`src/rtl/mem_access_pkg.sv`:
```
// Shared encodings for the load/store sequencer: op codes, FSM states,
// lane widths and the alignment rule applied when a request is accepted.
package mem_access_pkg;

    localparam logic [2:0] OP_LW = 3'b000;
    localparam logic [2:0] OP_LH = 3'b001;
    localparam logic [2:0] OP_LB = 3'b010;
    localparam logic [2:0] OP_SW = 3'b100;
    localparam logic [2:0] OP_SH = 3'b101;
    localparam logic [2:0] OP_SB = 3'b110;

    localparam int READ_WAIT_DEFAULT = 3;

    localparam int BYTE_W = 8;
    localparam int HALF_W = 16;
    localparam int WORD_W = 32;

    typedef enum logic [2:0] {
        IDLE,
        RD_WAIT,
        WRITE,
        DONE,
        ERR
    } state_t;

    // op[1:0] is the access size (00 word, 01 half, 10 byte); 11 is undefined.
    function automatic logic access_illegal(input logic [2:0] op, input logic [1:0] off);
        logic bad;
        bad = 1'b0;
        case (op[1:0])
            2'b00:   bad = (off != 2'b00);
            2'b01:   bad = off[0];
            2'b10:   bad = 1'b0;
            default: bad = 1'b1;
        endcase
        return bad;
    endfunction

endpackage

```
`src/rtl/mem_lane_unit.sv`:
```
// Little-endian lane logic: extracts the zero-extended load value from a
// memory word and merges sub-word store data into it.
module mem_lane_unit
    import mem_access_pkg::*;
(
    input  logic [WORD_W-1:0] word,
    input  logic [WORD_W-1:0] wdata,
    input  logic [1:0]        byte_off,
    input  logic [2:0]        op,
    output logic [WORD_W-1:0] load_val,
    output logic [WORD_W-1:0] store_word
);

    always_comb begin
        load_val = word;
        case (op)
            OP_LH:   load_val = {{(WORD_W-HALF_W){1'b0}}, word[HALF_W*byte_off[1] +: HALF_W]};
            OP_LB:   load_val = {{(WORD_W-BYTE_W){1'b0}}, word[BYTE_W*byte_off +: BYTE_W]};
            default: load_val = word;
        endcase
    end

    always_comb begin
        store_word = word;
        case (op)
            OP_SW:   store_word = wdata;
            OP_SH:   store_word[HALF_W*byte_off[1] +: HALF_W] = wdata[HALF_W-1:0];
            OP_SB:   store_word[BYTE_W*byte_off +: BYTE_W] = wdata[BYTE_W-1:0];
            default: store_word = word;
        endcase
    end

endmodule

```
`src/rtl/mem_access_seq.sv`:
```
// Multicycle load/store sequencer: fixed read wait, sub-word extraction and
// read-modify-write for SH/SB, with a one-cycle done/access_err completion.
//
// state   | meaning
// IDLE    | waiting for start; latches op/addr/wdata on accept
// RD_WAIT | mem_addr held for READ_WAIT cycles, word captured on the last
// WRITE   | mem_wr strobe for one cycle with the final store word
// DONE    | done pulse, load result presented
// ERR     | done + access_err pulse, no memory cycle
module mem_access_seq
    import mem_access_pkg::*;
#(
    parameter int READ_WAIT = READ_WAIT_DEFAULT
) (
    input  logic        clock,
    input  logic        reset,
    input  logic        start,
    input  logic [2:0]  op,
    input  logic [31:0] addr,
    input  logic [31:0] wdata,
    input  logic [31:0] mem_rdata,
    output logic [31:0] mem_addr,
    output logic [31:0] mem_wdata,
    output logic        mem_wr,
    output logic        busy,
    output logic        done,
    output logic [31:0] rdata,
    output logic        access_err
);

    localparam logic [2:0] WAIT_LOAD = 3'(READ_WAIT - 1);

    state_t      state;
    state_t      state_nxt;
    logic [2:0]  op_q;
    logic [31:0] addr_q;
    logic [31:0] wdata_q;
    logic [31:0] word_q;
    logic [31:0] wdata_hold;
    logic [31:0] rdata_q;
    logic [2:0]  wait_cnt;
    logic [31:0] load_val;
    logic [31:0] store_word;
    logic        is_load_q;

    mem_lane_unit u_lane (
        .word       (word_q),
        .wdata      (wdata_q),
        .byte_off   (addr_q[1:0]),
        .op         (op_q),
        .load_val   (load_val),
        .store_word (store_word)
    );

    assign is_load_q = ~op_q[2];

    always_comb begin
        state_nxt = state;
        case (state)
            IDLE: begin
                if (start) begin
                    if (access_illegal(op, addr[1:0])) state_nxt = ERR;
                    else if (op == OP_SW)               state_nxt = WRITE;
                    else                                state_nxt = RD_WAIT;
                end
            end
            RD_WAIT: begin
                if (wait_cnt == 3'd0) state_nxt = is_load_q ? DONE : WRITE;
            end
            WRITE:   state_nxt = DONE;
            DONE:    state_nxt = IDLE;
            ERR:     state_nxt = IDLE;
            default: state_nxt = IDLE;
        endcase
    end

    always_ff @(posedge clock) begin
        if (reset) begin
            state      <= IDLE;
            op_q       <= '0;
            addr_q     <= '0;
            wdata_q    <= '0;
            word_q     <= '0;
            wdata_hold <= '0;
            rdata_q    <= '0;
            wait_cnt   <= '0;
        end else begin
            state <= state_nxt;
            if (state == IDLE && start) begin
                op_q     <= op;
                addr_q   <= addr;
                wdata_q  <= wdata;
                wait_cnt <= WAIT_LOAD;
            end
            if (state == RD_WAIT) begin
                if (wait_cnt == 3'd0) word_q <= mem_rdata;
                else                  wait_cnt <= wait_cnt - 3'd1;
            end
            if (state == WRITE) wdata_hold <= store_word;
            if (state == DONE && is_load_q) rdata_q <= load_val;
        end
    end

    // Results are muxed live in their own cycle and held in registers afterwards.
    assign mem_addr   = {addr_q[31:2], 2'b00};
    assign mem_wr     = (state == WRITE);
    assign mem_wdata  = mem_wr ? store_word : wdata_hold;
    assign busy       = (state == RD_WAIT) || (state == WRITE);
    assign done       = (state == DONE) || (state == ERR);
    assign access_err = (state == ERR);
    assign rdata      = (state == DONE && is_load_q) ? load_val : rdata_q;

endmodule

```
`config.mk`:
```
export PLATFORM = sky130hd
export DESIGN_NAME = mem_access_seq
export DESIGN_NICKNAME = d
export VERILOG_FILES = /design/src/rtl/mem_access_pkg.sv /design/src/rtl/mem_lane_unit.sv /design/src/rtl/mem_access_seq.sv
export SDC_FILE = /design/constraint.sdc
export NUM_CORES = 1
export LEC_CHECK = 0
export ABC_AREA = 1
export CORE_MARGIN = 1
export CORE_UTILIZATION = 51
export DETAILED_ROUTE_END_ITERATION = 7
export PLACE_DENSITY = 0.81
export SETUP_SLACK_MARGIN = 0.3
export SKIP_CTS_REPAIR_TIMING = 1
export SLEW_MARGIN = 20
export SYNTH_ARGS = -nofsm -noshare
export SYNTH_HDL_FRONTEND = slang
export SYNTH_SLANG_ARGS = --single-unit
```
`constraint.sdc`:
```
create_clock -name clock -period 3.4 [get_ports clock]
set_clock_uncertainty 0.05 [all_clocks]
set_input_delay 0.68 -clock clock [delete_from_list [all_inputs] [get_ports clock]]
set_output_delay 0.68 -clock clock [all_outputs]
set_load 0.01 [all_outputs]
```
Yosys cells after proc, flatten, opt, wreduce, memory -nomap -nowiden
Cells that the tools add are included.
{"block": "totals", "reg_bits": 169, "input_bits": 102, "output_inout_bits": 100, "word_cells": 60}
{"block": "op_classes", "n_addsub": 3, "eq_ne": 14, "n_shift": 6, "muxes": 18, "bitwise": 1, "n_reduce_logical": 10}
{"operator": "$pmux 32 s3", "count": 1}
{"operator": "$neg 5->34", "count": 2}
{"operator": "$bwmux 32", "count": 2}
{"operator": "$mux 32", "count": 2}
{"operator": "$pmux 32 s2", "count": 1}
{"operator": "$shift 16x34->32 const A", "count": 1}
{"operator": "$shift 8x34->32 const A", "count": 1}
{"operator": "$shiftx 16x34->32", "count": 1}
{"operator": "$shiftx 8x34->32", "count": 1}
{"operator": "$shiftx 32x6->16", "count": 1}
{"operator": "$shiftx 32x6->8", "count": 1}
{"operator": "$mux 3", "count": 6}
{"operator": "$eq 3x3->1 const B", "count": 5}
{"operator": "$eq 3x2->1 const B", "count": 3}
{"operator": "$pmux 3 s3", "count": 1}
{"operator": "$eq 3x1->1 const B", "count": 2}
{"operator": "$logic_not 3->1", "count": 2}
{"operator": "$reduce_and 2->1", "count": 2}
{"operator": "$mux 1", "count": 3}
{"operator": "$pmux 1 s3", "count": 1}
{"operator": "$sub 3x1->3 const B", "count": 1}
{"operator": "$eq 2x1->1 const B", "count": 1}
{"operator": "$eq 2x2->1 const B", "count": 1}
{"operator": "$logic_and 1x1->1", "count": 2}
{"operator": "other kinds (7)", "count": 8}

Depth between registers and ports, before layout
Gate-level depths: netlist (run 1).
{"block": "logic_depth", "depth_word": 7, "depth_mapped": 12, "ltp_nobuf": 9}

Modules after synthesis
A second synthesis (run 1) with hierarchy kept.
{"block": "hier_totals", "hier_cells": 1488, "area_unflattened_um2": 9345.2}
{"module": "mem_access_seq", "n_inst": 1, "cells_per_inst": 902, "area_each_um2": 6860.3, "seq_area_each_um2": 3383.2}
{"module": "mem_lane_unit", "n_inst": 1, "cells_per_inst": 586, "area_each_um2": 2484.9, "seq_area_each_um2": 0.0}

Worst setup path before layout (run 1)
No wires, ideal clock.
{"block": "synth_timing", "kind": "flip-flop to output port", "from": "register addr_q[1]", "to": "output mem_wdata[1]", "arrival_time_ns": 1.977, "t_required_ns": 2.670, "setup_slack_ns": 0.693, "stages_incl_launch_ff": 13, "path_buffers": 3, "cell_sequence": "dfxtp_1 -> buf_2 -> inv_1 -> clkbuf_1 -> ha_1 -> buf_2 -> clkinv_1 -> nand2_1 -> o21ai_0 -> nand2_1 -> nand3_1 -> nand2_1 -> nand2_1"}
{"block": "synth_between", "elab_chain_cells": 5}
{"item": "start, declared", "line_no": "mem_access_seq.sv:36", "text": "logic [31:0] addr_q;"}
{"item": "start signal, assigned", "line_no": "mem_access_seq.sv:91", "text": "addr_q <= addr;"}
{"item": "$neg 5->34 (on tied branches)", "line_no": "mem_lane_unit.sv:27, mem_lane_unit.sv:28"}
{"item": "$shiftx 16x34->32, or another cell as far along", "line_no": "mem_lane_unit.sv:27", "text": "OP_SH: store_word[HALF_W*byte_off[1] +: HALF_W] = wdata[HALF_W-1:0];"}
{"item": "$bwmux 32 (on tied branches)", "line_no": "mem_lane_unit.sv:27, mem_lane_unit.sv:28"}
{"item": "$pmux 32 s3 *", "line_no": "mem_lane_unit.sv:25", "text": "case (op)"}
{"item": "$mux 32 *"}
{"item": "end, declared", "line_no": "mem_access_seq.sv:23", "text": "output logic [31:0] mem_wdata,"}
Every way passes the cells marked *; elsewhere a longest branch is shown, timed or not.

Worst setup path after layout (run 1)
{"block": "layout_timing", "from": "register op_q[1]", "to": "output rdata[12]"}
{"block": "layout_between", "elab_chain_cells": 3}
{"item": "start, declared", "line_no": "mem_access_seq.sv:35", "text": "logic [2:0] op_q;"}
{"item": "start signal, assigned", "line_no": "mem_access_seq.sv:90", "text": "op_q <= op;"}
{"item": "$eq 3x2->1 or $eq 3x1->1 (tied branches)", "line_no": "mem_lane_unit.sv:16", "text": "case (op)"}
{"item": "$pmux 32 s2 *", "line_no": "mem_lane_unit.sv:16"}
{"item": "$mux 32 *"}
{"item": "end, declared", "line_no": "mem_access_seq.sv:27", "text": "output logic [31:0] rdata,"}
Marks and branches as above.

==> results.sh, run 1 <==
export IMPL_max_cap_viol_count=0
export IMPL_antenna_left=0
export IMPL_crit_start="op_q[1]"
export IMPL_reg2reg_depth=10
export IMPL_io_pins=202
export IMPL_layout_common_cells="nand2_1, clkdlybuf4s50_1, dfxtp_1, a21oi_1, nand3_1"
export IMPL_timing_rr_end="word_q[8]"
export IMPL_start_util_pct=52.51
export IMPL_p_leak_uw=0.005239
export IMPL_hold_end="wdata_q[30]"
export IMPL_irDropWorstVdd_mv=0.5121
export IMPL_synth_async_reset_ratio_pct=0
export IMPL_syn_inst=1328
export IMPL_intPower_uw=4262
export IMPL_avgSynthCellArea_sq_um=6.580
export IMPL_crit_arrival_ns=2.37
export IMPL_synth_top_flop_cell="dfxtp_1"
export IMPL_dp_hpwl_um=19250
export IMPL_required_ns=2.67
export IMPL_globalplace_congestion=0.9472
export IMPL_syn_to_final_growth_pct=33.65
export IMPL_hold_viol=0
export IMPL_coreArea_sq_um=16640
export IMPL_start_kind="flop"
export IMPL_placed_cells=1656
export IMPL_cts_path_max_buffers=2
export IMPL_port_buffers=199
export IMPL_grt_max_degree=92
export IMPL_n_antenna_cell=0
export IMPL_r2r_start="wait_cnt[0]"
export IMPL_ys_ff_latch=169
export IMPL_min_period_over_period_pct=91.15
export IMPL_synth_area_leaders="dfxtp_1, nand2_1, a21oi_1"
export IMPL_sw_frac_of_total_pct=35.00
export IMPL_yosys_warnings=0
export IMPL_viasPerCell=5.544
export IMPL_p_seq_share_pct=36.4
export IMPL_cp_end_kind="primary output"
export IMPL_overflow=0
export IMPL_antenna_found_initial=0
export IMPL_clk_latency_ns=0.43
export IMPL_status="completed"
export IMPL_cp_max_fo=10
export IMPL_yosysSeqAreaShare_pct=38.72
export IMPL_fmax_mhz=322.7
export IMPL_netlist_area_sq_um=8738
export IMPL_p_per_area_nw_per_um2=561.5
export IMPL_finalNonFillerCells=1701
export IMPL_drive_above_1_share_pct=9.656
export IMPL_tightestPinTransition_ns=0.9945
export IMPL_setup_viol=0
export IMPL_drc=0
export IMPL_holdPathStages=2
export IMPL_clk_pin_slew_worst_paths_ns=0.07
export IMPL_combPwrFrac_pct=31.3
export IMPL_std_cell_rows=47
export IMPL_wirelength_um=28310
export IMPL_synth_top_cell_area_share_pct=38.72
export IMPL_numClockSinks=169
export IMPL_netlist_top_cell_by_area="dfxtp_1"
export IMPL_die_w_um=132.9
export IMPL_cts_root_buf="clkbuf_16"
export IMPL_timing_hold_ws_ns=0.4120
export IMPL_final_max_slew_viol_count=0
export IMPL_hold_class="reg -> reg"
export IMPL_drtPass1Iterations=6
export IMPL_vias=9430
export IMPL_h_tree_depth=4
export IMPL_nets=1577
export IMPL_r2r_slack_ns=1.19
export IMPL_ys_types=31
export IMPL_die_y_um=132.9
export IMPL_min_period_ns=3.099
export IMPL_slew_headroom_pct=33.70
export IMPL_grt_pass1_vias=8527
export IMPL_cts_tree="built"
export IMPL_drt_initial_drc_count=1114
export IMPL_die_area_sq_um=17660
export IMPL_wl_per_cell_um=16.65
export IMPL_mostFrequentLayoutCell="nand2_1"
export IMPL_cts_buffers=17
export IMPL_grt_pass1_wl_um=43630
export IMPL_switchingPower_uw=2295
export IMPL_clock_power_share_pct=32.3
export IMPL_rsz0062_at_grt="true"
export IMPL_hold_start="wdata_q[30]"
export IMPL_critical_path_class="reg -> out"
export IMPL_grtUsageTotal_pct=31.25
export IMPL_synth_edff_count=0
-- kinds of logic (layout without fill, tap and decap cells) --
logic type      Yosys count  count (layout)  share of synthesized area (%)
other cells               1               2                        0.04291
compound gates          307             307                          18.37
flops                   169             169                          38.72
xor+xnor                  1               1                         0.1002
fa+ha+maj                 7               7                          1.002
simple gates            617             617                          30.27
buf+inv                 226             378                          11.50
-- layer usage --
metal / global-route usage (%) / routed length (um) / share of wire, %
met1: 39.85 / 11380 / 40
met2: 49.13 / 12710 / 45
met3: 7.931 / 3026 / 11
met4: 15.13 / 1204 / 4.3
met5: 0 / 0 / 0
-- Yosys cell counts (2+ instances only) --
cell and n:
nand2_1 318, nor3_1 6, o21ai_0 113, a31oi_1 21, inv_2 8, dfxtp_1 169
o21ai_2 10, o21ai_1 9, nor2_1 117, ha_1 7, nand3_1 124, buf_1 4
and2_1 16, nor2_2 2, buf_4 33, clkbuf_1 64, nand4_1 17, nand3_2 2
buf_2 14, buf_6 2, inv_1 100, a21oi_1 152, or2_2 12
-- state kept, by name (all words and copies together) (netlist names) --
signal,count
addr_q,32
op_q,3
rdata_q,32
state,3
wait_cnt,3
wdata_hold,32
wdata_q,32
word_q,32
-- cell type report --
cell class	instances	area (sq um)
inverter	109	431.7
tap	220	275.3
clock inverter	13	191.4
multi-input combinational	934	4498
sequential	169	3400
fill	1371	4964
clock buffer	19	452.9
timing repair buffer	236	2422
timing repair inverter	1	7.507
-- power groups by stage --
stage | logic, uW | registers, uW | clock network, uW
global placement | 1840 | 2400 | 0
global route | 2230 | 2400 | 2220
detailed placement | 1870 | 2400 | 0
floorplan | 1230 | 2340 | 0
CTS | 1880 | 2360 | 2140
finish | 2050 | 2390 | 2120
-- through the flow --
step / cell area (sq um) / setup TNS, ns / power, uW / setup slack, ns / utilization [%]
after global placement: 10620 / 0 / 4245 / 0.4082 / 63.84
after global routing: 11680 / 0 / 6850 / 0.2367 / 70.18
after CTS: 11270 / -0.8960 / 6391 / -0.1282 / 67.71
final: 11680 / 0 / 6558 / 0.3010 / 70.18
after floorplan: 8742 / 0 / 3569 / 0.6932 / -
after detailed placement: 10620 / 0 / 4274 / 0.3546 / 63.84
-- worst max-delay path, cell delays in order, from the launching register on --
cell and delay (ns):
dfxtp_2 0.38, inv_2 0.14, nand3_2 0.19, buf_4 0.23, o21ai_1 0.17, o21ai_0 0.15, nand2_1 0.12, clkdlybuf4s50_1 0.55
-- worst max path at each step --
| stage | endpoint | slack [ns] | cells after the start |
|---|---|---|---|
| finish | rdata[12] | 0.30 | 7 |
| CTS | mem_wdata[10] | -0.13 | 9 |
| floorplan | mem_wdata[1] | 0.69 | 12 |
| global placement | mem_wdata[12] | 0.41 | 9 |
| detailed placement | mem_wdata[10] | 0.35 | 9 |
| global route | rdata[15] | 0.24 | 7 |
No activity file was read; power rests on OpenSTA's default activity.
==> run 2: changes to the inputs <==
TNS_END_PERCENT = 5   (was default)
==> results.sh, run 2 (same netlist as run 1, synthesis figures left out) <==
export IMPL_h_tree_depth=4
export IMPL_drtPass1Iterations=6
export IMPL_std_cell_rows=47
export IMPL_cts_root_buf="clkbuf_16"
export IMPL_coreArea_sq_um=16640
export IMPL_drive_above_1_share_pct=7.755
export IMPL_grt_max_degree=92
export IMPL_irDropWorstVdd_mv=0.5102
export IMPL_crit_arrival_ns=2.60
export IMPL_status="completed"
export IMPL_globalplace_congestion=0.9472
export IMPL_die_w_um=132.9
export IMPL_grt_pass1_wl_um=43630
export IMPL_die_y_um=132.9
export IMPL_final_max_slew_viol_count=0
export IMPL_setup_tns_ns=0
export IMPL_die_area_sq_um=17660
export IMPL_min_period_ns=3.327
export IMPL_timing_hold_ws_ns=0.4120
export IMPL_placed_cells=1656
export IMPL_required_ns=2.67
export IMPL_n_antenna_cell=0
export IMPL_wirelength_um=27650
export IMPL_wl_per_cell_um=16.36
export IMPL_layout_common_cells="nand2_1, clkdlybuf4s50_1, dfxtp_1, a21oi_1, nand3_1"
export IMPL_rsz0062_at_grt="true"
export IMPL_layout_setup_ws_ns=0.07285
export IMPL_viasPerCell=5.463
export IMPL_r2r_slack_ns=1.16
export IMPL_vias=9233
export IMPL_clk_pin_slew_worst_paths_ns=0.07
export IMPL_drc=0
export IMPL_start_kind="flop"
export IMPL_grt_pass1_vias=8527
export IMPL_max_cap_viol_count=0
export IMPL_port_buffers=199
export IMPL_mostFrequentLayoutCell="nand2_1"
export IMPL_hold_viol=0
export IMPL_p_leak_uw=0.004732
export IMPL_numClockSinks=169
export IMPL_antenna_left=0
export IMPL_cts_tree="built"
export IMPL_min_period_over_period_pct=97.86
export IMPL_critical_path_class="reg -> out"
export IMPL_clk_latency_ns=0.44
export IMPL_finalNonFillerCells=1690
export IMPL_fmax_mhz=300.6
export IMPL_syn_to_final_growth_pct=30.17
export IMPL_dp_worst_setup_slack_ns=0.3546
export IMPL_p_per_area_nw_per_um2=567.0
export IMPL_slew_headroom_pct=34.10
export IMPL_overflow=0
export IMPL_nets=1566
export IMPL_dp_hpwl_um=19250
export IMPL_io_pins=202
export IMPL_hold_class="reg -> reg"
export IMPL_cp_end_kind="primary output"
export IMPL_setup_viol=0
export IMPL_cp_max_fo=9
export IMPL_cts_buffers=17
export IMPL_tightestPinTransition_ns=0.9885
export IMPL_grtUsageTotal_pct=31.25
export IMPL_antenna_found_initial=0
export IMPL_start_util_pct=52.51
export IMPL_drt_initial_drc_count=977
export IMPL_cts_path_max_buffers=2
[run 2: per-layer routing]
layer | wire, um | up-vias | track usage [%]
li1 | - | 4550 | -
met5 | 0 | - | 0
met3 | 2789 | 59 | 7.931
met1 | 11440 | 4171 | 39.85
met2 | 12470 | 453 | 49.13
met4 | 950 | 0 | 15.13
[run 2: report_power, final]
group	total [uW]	switching [uW]	internal, uW
Clock	2120	847	1280
Combinational	1950	1230	722
Sequential	2380	166	2210
Total	6450	2240	4210
[run 2: layout make-up]
type | count | area (sq um)
clock inverters | 13 | 191.4
clock buffers | 19 | 452.9
repair buffers | 226 | 2256
multi-input cells | 934 | 4390
fillers | 1439 | 5268
inverters | 109 | 421.7
flip-flops and latches | 169 | 3387
well taps | 220 | 275.3
[run 2: path summary, 6_finish.rpt]
check                    from             to  cells after the start
setup / recovery    addr_q[1]  mem_wdata[18]                     10
hold / removal    wdata_q[30]    wdata_q[30]                      2
setup reg to reg  wait_cnt[0]     word_q[22]                     10
hold reg to reg   wdata_q[30]    wdata_q[30]                      2
[run 2: through the flow]
step / utilization, % / power (uW) / area (sq um)
after floorplan: - / 3569 / 8742
after global placement: 63.84 / 4245 / 10620
after detailed placement: 63.84 / 4274 / 10620
after CTS: 67.71 / 6391 / 11270
after global routing: 68.35 / 6746 / 11370
final: 68.35 / 6450 / 11370
[run 2: critical path, stage by stage (launching register included)]
cell and delay, ns:
dfxtp_1 0.36, inv_1 0.11, ha_2 0.37, buf_4 0.17, nand2_2 0.12, o21ai_0 0.16, nand2_1 0.07, nand3_1 0.12
nand2_1 0.09, nand2_1 0.06, clkdlybuf4s50_1 0.53
